--- src/rtl/l1_tag_lru.sv ---
// l1_tag_lru: tag/valid store and tree pseudo-LRU tracker for a 4-way,
// 32-set L1 cache with 64-byte lines.
//
// A lookup presented on access_i/address_i is captured at a rising edge.
// The result is reported combinationally during the following cycle.
//
// Ports:
//   clk           clock, all state changes on the rising edge
//   reset_n       asynchronous active-low reset
//   address_i     lookup address (tag = [31:11], set = [10:6])
//   access_i      lookup request this cycle
//   cache_hit_o   lookup hit, valid the cycle after access_i
//   hit_way_o     lowest matching way, 0 on miss
//   lru_way_o     pseudo-LRU victim way of the latched set
//   update_i      write update_tag_i and set valid at update_set_i/update_way_i
//   invalidate_i  clear valid at update_set_i/update_way_i
//   update_way_i  target way
//   update_tag_i  tag to write
//   update_set_i  target set
//   error_o       sticky self-check failure (update+invalidate, or multi-way hit)
module l1_tag_lru #(
  parameter int NUM_SETS        = 32,
  parameter int SET_INDEX_WIDTH = 5,
  parameter int TAG_WIDTH       = 21
) (
  input  logic                       clk,
  input  logic                       reset_n,
  input  logic [31:0]                address_i,
  input  logic                       access_i,
  output logic                       cache_hit_o,
  output logic [1:0]                 hit_way_o,
  output logic [1:0]                 lru_way_o,
  input  logic                       update_i,
  input  logic                       invalidate_i,
  input  logic [1:0]                 update_way_i,
  input  logic [TAG_WIDTH-1:0]       update_tag_i,
  input  logic [SET_INDEX_WIDTH-1:0] update_set_i,
  output logic                       error_o
);

  localparam int NUM_WAYS = 4;

  // Address fields; the line offset is not used by the tag store.
  logic [SET_INDEX_WIDTH-1:0] addr_set;
  logic [TAG_WIDTH-1:0]       addr_tag;
  logic [5:0]                 addr_offset_unused;

  assign addr_set           = address_i[6 +: SET_INDEX_WIDTH];
  assign addr_tag           = address_i[31 -: TAG_WIDTH];
  assign addr_offset_unused = address_i[5:0];

  // Storage
  logic [TAG_WIDTH-1:0] tag_mem [NUM_SETS][NUM_WAYS];
  logic [NUM_WAYS-1:0]  valid_q [NUM_SETS];
  logic [2:0]           plru_q  [NUM_SETS];   // {b2, b1, b0}

  // Lookup pipeline: request plus a snapshot of the set taken at the capture edge.
  logic                       acc_q;
  logic [SET_INDEX_WIDTH-1:0] set_q;
  logic [TAG_WIDTH-1:0]       tag_q;
  logic [NUM_WAYS-1:0]        rd_valid_q;
  logic [TAG_WIDTH-1:0]       rd_tag_q [NUM_WAYS];
  logic                       error_q;

  // NOTE: tag contents are only meaningful behind a valid bit, so the tag
  // array and its read snapshot live in a block without reset; that keeps
  // the array mappable onto plain RAM instead of a bank of resettable flops.
  always_ff @(posedge clk) begin
    if (update_i) begin
      tag_mem[update_set_i][update_way_i] <= update_tag_i;
    end
    // Snapshot taken with non-blocking reads: a same-edge update is not seen.
    for (int w = 0; w < NUM_WAYS; w++) begin
      rd_tag_q[w] <= tag_mem[addr_set][w];
    end
  end

  // Lookup compare and victim selection for the latched request.
  logic [NUM_WAYS-1:0] match;
  logic                any_match;
  logic                multi_match;
  logic [1:0]          hit_way;
  logic [2:0]          plru_cur;
  logic [1:0]          victim_way;
  logic [1:0]          touch_way;
  logic [2:0]          plru_next;

  // NOTE: every always_comb output gets a default assignment before any
  // conditional logic, so no path leaves a value held and no latch appears.
  always_comb begin
    for (int w = 0; w < NUM_WAYS; w++) begin
      match[w] = rd_valid_q[w] && (rd_tag_q[w] == tag_q);
    end
    any_match   = |match;
    // More than one bit set: clearing the lowest set bit leaves something.
    multi_match = (match & (match - 4'd1)) != '0;

    hit_way = 2'd0;
    for (int w = NUM_WAYS - 1; w >= 0; w--) begin
      if (match[w]) hit_way = 2'(w);
    end

    plru_cur   = plru_q[set_q];
    victim_way = plru_cur[0] ? (plru_cur[2] ? 2'd3 : 2'd2)
                             : (plru_cur[1] ? 2'd1 : 2'd0);

    // Touch: root points away from the touched half, the touched pair's bit
    // points at its sibling; the other pair's bit is left alone.
    touch_way    = any_match ? hit_way : victim_way;
    plru_next    = plru_cur;
    plru_next[0] = ~touch_way[1];
    if (!touch_way[1]) plru_next[1] = (touch_way == 2'd0);
    else               plru_next[2] = (touch_way == 2'd2);
  end

  assign cache_hit_o = acc_q && any_match;
  assign hit_way_o   = cache_hit_o ? hit_way : 2'd0;
  assign lru_way_o   = victim_way;
  assign error_o     = error_q;

  // NOTE: all sequential state below uses non-blocking assignments, so every
  // read in this block sees the pre-edge value (this is what makes the
  // lookup snapshot read-before-write with respect to same-edge updates).
  always_ff @(posedge clk or negedge reset_n) begin
    if (!reset_n) begin
      for (int s = 0; s < NUM_SETS; s++) begin
        valid_q[s] <= '0;
        plru_q[s]  <= '0;
      end
      acc_q      <= 1'b0;
      set_q      <= '0;
      tag_q      <= '0;
      rd_valid_q <= '0;
      error_q    <= 1'b0;
    end else begin
      acc_q      <= access_i;
      set_q      <= addr_set;
      tag_q      <= addr_tag;
      rd_valid_q <= valid_q[addr_set];

      // Update has priority over invalidate; asserting both is flagged below.
      if (update_i) begin
        valid_q[update_set_i][update_way_i] <= 1'b1;
      end else if (invalidate_i) begin
        valid_q[update_set_i][update_way_i] <= 1'b0;
      end

      if (acc_q) begin
        plru_q[set_q] <= plru_next;
      end

      if ((update_i && invalidate_i) || (acc_q && multi_match)) begin
        error_q <= 1'b1;
      end
    end
  end

endmodule

--- config.mk ---
export PLATFORM = sky130hd
export DESIGN_NAME = l1_tag_lru
export DESIGN_NICKNAME = d
export VERILOG_FILES = /design/src/rtl/l1_tag_lru.sv
export SDC_FILE = /design/constraint.sdc
export NUM_CORES = 2
export LEC_CHECK = 0
export ABC_AREA = 1
export CORE_UTILIZATION = 55
export CTS_CLUSTER_SIZE = 40
export DETAILED_ROUTE_END_ITERATION = 10
export PLACE_DENSITY_LB_ADDON = 0.08
export REMOVE_ABC_BUFFERS = 1
export SYNTH_ARGS = -nofsm -noshare
export SYNTH_HDL_FRONTEND = slang
export SYNTH_SLANG_ARGS = --single-unit
--- constraint.sdc ---
create_clock -name clk -period 1.8 [get_ports clk]
set_clock_uncertainty 0.1 [all_clocks]
set_input_delay 0.54 -clock clk [delete_from_list [all_inputs] [get_ports clk]]
set_output_delay 0.54 -clock clk [all_outputs]
set_load 0.02 [all_outputs]
; ---- After elaboration in Yosys (flattened, before gate mapping)
; Memory sizes are Yosys's and may differ from the RTL's.
; Index checks and enable logic that the tools add are counted.
[classes]
n_mux = 30
n_lt_le_gt_ge = 9
n_addsub = 1
n_eq_ne = 5
n_reduce_logical = 16
n_bitwise = 9
[ops]
columns = cell, n
row1 = 2-to-1 mux 128 bit, 2
row2 = bitwise AND 128 bit, 1
row3 = inverter 128 bit, 1
row4 = bitwise OR 128 bit, 1
row5 = bitwise mux 96 bit, 1
row6 = equality test 21 bit, 4
row7 = 2-to-1 mux 84 bit, 1
row8 = demux 21 bit (select 2 bit), 1
row9 = 2-to-1 mux 21 bit, 1
row10 = binary-select mux 4 bit (select 5 bit), 1
row11 = demux 4 bit (select 5 bit), 1
row12 = >= comparator 6 bit (second input constant), 3
row13 = inverter 5 -> 6 bit, 3
row14 = binary-select mux 3 bit (select 5 bit), 1
row15 = demux 3 bit (select 5 bit), 1
row16 = 2-to-1 mux 2 bit, 7
row17 = less-than comparator 6 x 1 -> 1 bit (second input constant), 2
row18 = 2-to-1 mux 4 bit, 3
row19 = logical AND 1 bit, 11
row20 = 2-to-1 mux 3 bit, 3
row21 = 2-to-1 mux 1 bit, 6
row22 = bitwise AND 4 bit, 1
row23 = nonzero test 4 bit, 1
row24 = OR reduction 4 bit, 1
row25 = 12 further kinds, 12
[word_totals]
mem_bits_rw = 2772
n_memories = 2
reg_bits = 256
wordCells = 141
inputBits = 65
[mem_list]
columns = memory, depth, width, rd, rd_ports_with_merged_regs, write_ports, line
row1 = tag_mem, 32, 84, 1, 0, 1, 53  ; logic [TAG_WIDTH-1:0] tag_mem [NUM_SETS][NUM_WAYS];
row2 = rd_tag_q, 4, 21, 4, 0, 4, 62  ; logic [TAG_WIDTH-1:0] rd_tag_q [NUM_WAYS];

; ---- Longest topological paths before layout
[logic_depth]
word_depth = 10
depth_mapped = 20

; ---- Worst setup path after synthesis
; Ideal clock, no wire load.
[synth_path]
kind = in2reg
from = in update_set_i[3]
to = mem tag_mem[28][0] in the netlist's numbering (enable)
path_buffers = 1
arrival_time_ps = 2127
stages = 5
setup_slack_ps = -826
path_cell_list = inv_1 nor3_1 nand2_1 clkbuf_1 nor2_1
[synth_rtl]
columns = element, line
row1 = "start, declared", 37  ; input logic [SET_INDEX_WIDTH-1:0] update_set_i,
row2 = "end, declared", 53
; Straight into the memory's write port.

; ---- Worst setup path after layout
[layout_path]
from = reg tag_q[3]
to = out hit_way_o[1]
[layout_via]
elab_chain_cells = 7
word_cells_on_any_way = 15
[layout_lines]
columns = element, line
row1 = "start, declared", 60  ; logic [TAG_WIDTH-1:0] tag_q;
row2 = "start signal, assigned", 138  ; tag_q <= addr_tag;
row3 = equality test 21 bit, 92  ; match[w] = rd_valid_q[w] && (rd_tag_q[w] == tag_q);
row4 = logical AND 1 bit, 92
row5 = 2-to-1 mux 2 bit (4 in a row), 100  ; if (match[w]) hit_way = 2'(w);
row6 = 2-to-1 mux 2 bit *, 117  ; assign hit_way_o = cache_hit_o ? hit_way : 2'd0;
row7 = "end, declared", 31  ; output logic [1:0] hit_way_o,
; Every way passes the cells marked *; elsewhere a longest branch is shown, timed or not.

==> results.py <==
metrics = {
    "run_status": {
        "status": "finished, violations left",
        "violations": "negative setup slack",
    },
    "floorplanning": {
        "start_util_pct": 55.3,
        "die_h_um": 469,
        "fp-row-count": 171,
        "ios": 71,
        "die_w_um": 469,
        "core_area_mm2": 0.217,
        "die_area_mm2": 0.220,
    },
    "power": {
        "p_int_mw": 122,
        "p_sw_share_pct": 23.4,
        "cellPowerDensity_mw_per_mm2": 1080,
        "clkPwrFrac_pct": 40.5,
        "leakage_nw": 51.5,
        "seq_power_share_pct": 49.4,
        "finalPower_mw": 159,
        "p_sw_mw": 37.3,
        "ir_drop_mv": 1.07,
        "combPwrFrac_pct": 10.1,
    },
    "logic_synthesis": {
        "yosys_warnings": 0,
        "synth_cell_types": 36,
        "synth-seq-area-share_pct": 74.1,
        "avgSynthCellArea_um2": 12.2,
        "ys.flop_type": "edfxtp_1",
        "synth_cells": 9789,
        "syn_area_mm2": 0.120,
        "synthArstFlopShare_pct": 8.45,
        "synth_seq_cells": 3028,
        "synth_top_area_cell": "edfxtp_1",
        "synth_edf_count": 2688,
        "synth_top_area_share_pct": 67.3,
        "ys_top_cells_by_area": "edfxtp_1, o21ai_0, nor2_1",
    },
    "setup_path": {
        "crit_slowest_cell": "dfrtp_1",
        "crit_fanout": 6,
        "start_kind": "flip-flop",
        "end_kind": "output port",
        "max_stage_delay_ns": 0.40,
        "cp_data_required_time_ns": 1.16,
        "worstPathCellList": "clkinvlp_4, nand2_1, o21ai_1, nor2_1, nand2_1, nor2_2, nand3_4, nand2_4, buf_6, inv_2, nor3_2, buf_4, buf_6",
        "cp.arrival_ns": 2.85,
        "critPathKind": "reg -> out",
    },
    "cts": {
        "numCtsBuffers": 322,
        "clk_latency_ns": 0.96,
        "clkTransAtPathRegs_ns": 0.06,
        "cts_sinks": 3028,
        "cts_buffer_depth": 4,
        "cts_tree": "yes",
        "htree_levels": 5,
        "cts-root-buf": "clkbuf_16",
    },
    "timing": {
        "slew_viol_final": 0,
        "finalSetupViolCount": 176,
        "max_clock_freq_mhz": 286,
        "rsz0062_at_grt": "true",
        "setup_slack_ns": -1.69,
        "worst_pin_slew_ns": 0.896,
        "relSlewSlack_pct": 40.2,
        "period_needed_ns": 3.49,
        "finalHoldViolCount": 0,
        "min_period_over_period_pct": 194,
    },
    "grt": {
        "antenna_found_initial": 36,
        "met1_usage_pct": 48.8,
        "grt_pass1_vias": 80651,
        "grt_util_all_layers_pct": 33.9,
        "grtUsageMet3_pct": 5.50,
        "grt_busiest_layer": "met2",
        "grt_max_degree": 84,
        "overflow": 0,
        "grt.met2_usage_pct": 51.7,
        "grt_pass1_wl_um": 544000,
    },
    "layout": {
        "multi_input_area_mm2": 0.0289,
        "mostFrequentLayoutCell": "edfxtp_1",
        "area_delta_synth_final_pct": 23.1,
        "fill_cells": 15330,
        "seqCellArea_mm2": 0.0888,
        "fin_util_pct": 68.0,
        "final_nets": 10730,
        "drive_gt1_share_pct": 18.9,
        "mostFrequentLayoutCells": "edfxtp_1, o21ai_0, nor2_1",
    },
    "routing": {
        "drt_first_iter_violations": 11686,
        "route.detailed.drc": 0,
        "vias": 85888,
        "detail-route-antenna-nets": 0,
        "drtPass1Iterations": 6,
        "routed_wl_um": 386000,
        "avgRoutedWirePerCell_um": 28.0,
        "vias_per_cell": 6.24,
    },
    "placement": {
        "post-dp-hpwl_um": 236000,
        "io_buffer_count": 64,
        "gp_congestion": 0.935,
    },
    "min_path": {
        "hold_path_class": "in -> reg",
    },
    "run": {
        "maxCapViolCount": 0,
    },
}
==> logic make-up (layout without fill, tap and decap cells) <==
group                     count (synthesis)  count (layout)  synth area share [%]
xor gates and xnor gates                 12              12                0.0877
AOI/OAI and AO/OA                      2984            2984                  13.6
and+or+nand+nor                        2864            2864                  9.22
buffers and inverters                   901            2007                  3.07
other                                     0              20                     0
DFF                                    3028            3028                  74.1
==> area by class of cell <==
type,instances,area share [%]
tap,2854,2.42
multi-input combinational,5860,19.6
antenna,20,0.0339
timing repair buffer,1253,10.4
clock inverter,139,0.925
sequential,3028,60.2
timing repair inverter,1,0.00763
clock buffer,415,5.89
inverter,199,0.563
==> critical path: cells and delay by family (launching register included) <==
family | cells | cell delay [ns]
AND/OR/NAND/NOR | 7 | 0.83
buffers and inverters | 5 | 0.65
flip-flops | 1 | 0.40
AO/OA/AOI/OAI | 1 | 0.06
==> path summary, 6_finish.rpt <==
path | start | end | slack (ns) | depth (start not counted)
max in group asynchronous | reset_n | plru_q[51] | 0.45 | 4
setup / recovery | tag_q[3] | hit_way_o[1] | -1.69 | 13
hold reg to reg | flip-flop | flip-flop | 0.40 | 2
min in group asynchronous | reset_n | plru_q[27] | 0.53 | 3
setup reg to reg | set_q[0] | plru_q[55] | -1.39 | 23
hold / removal | update_tag_i[20] | tag_mem[20][20] | 0.03 | 2
==> synth_stat cells, types with 2 or more instances <==
cell      instances
edfxtp_1       2688
dfrtp_1         256
nand2_2           3
nor2_2            2
o221ai_1         66
buf_2           155
nand3_1          97
or2_2            39
nor3_1           21
inv_2             4
or2_1             2
buf_1            17
xnor2_1           2
xor2_1           10
inv_1           194
nand2_1         768
nor2_1         1928
a31oi_1           9
o211ai_1          7
buf_4            15
o32ai_1           5
o22ai_1         754
clkbuf_1        509
nand3_4           2
a21oi_1          67
o21ai_0        2014
o21ai_1          33
dfxtp_1          84
o31ai_1          26
buf_6             6
==> stage by stage <==
step                TNS (ns)  setup WS, ns  cell area [um^2]  hold WS [ns]  cells
global route         -138.82         -1.85            148000       0.00247  13765
floorplan           -5138.21        -18.00            117000         0.144   9087
global placement    -2864.08         -1.59            134000         0.321  13070
CTS                   -86.77         -1.75            146000      0.000156  13690
detailed placement  -2853.16         -1.60            134000         0.323  13070
finish               -131.36         -1.69            148000        0.0314  13769
==> metal layers <==
layer	vias up	routed length, um
li1	37470	-
met1	42739	153000
met2	4852	176000
met3	823	38900
met4	4	17100
met5	-	116
==> power by group through the flow <==
stage          combinational [mW]  sequential (mW)  clock [mW]
2_1_floorplan                6.39             79.9           0
3_3_place_gp                 13.5             80.1           0
3_5_place_dp                 13.7             80.1           0
4_1_cts                      15.0             78.6        65.0
5_1_grt                      17.0             78.8        67.5
6_report                     16.0             78.7        64.4
==> flip-flops by register name, summed over array words and instances (netlist names), named ones only <==
register,flops
error_o,1
rd_valid_q,4
plru_q,96
acc_q,1
set_q,5
rd_tag_q,84
tag_q,21
tag_mem,2688
==> what timing repair did <==
action / in CTS / in global routing
setup buffers: 21 / 42
setup endpoints to repair: 984 / 300
cloned: 17 / 28
hold buffers: 30 / 1
hold endpoints to repair: 505 / 1
gates resized for setup: 214 / 317
pin swaps: 33 / 87
Power figures use the tool's default switching activity.
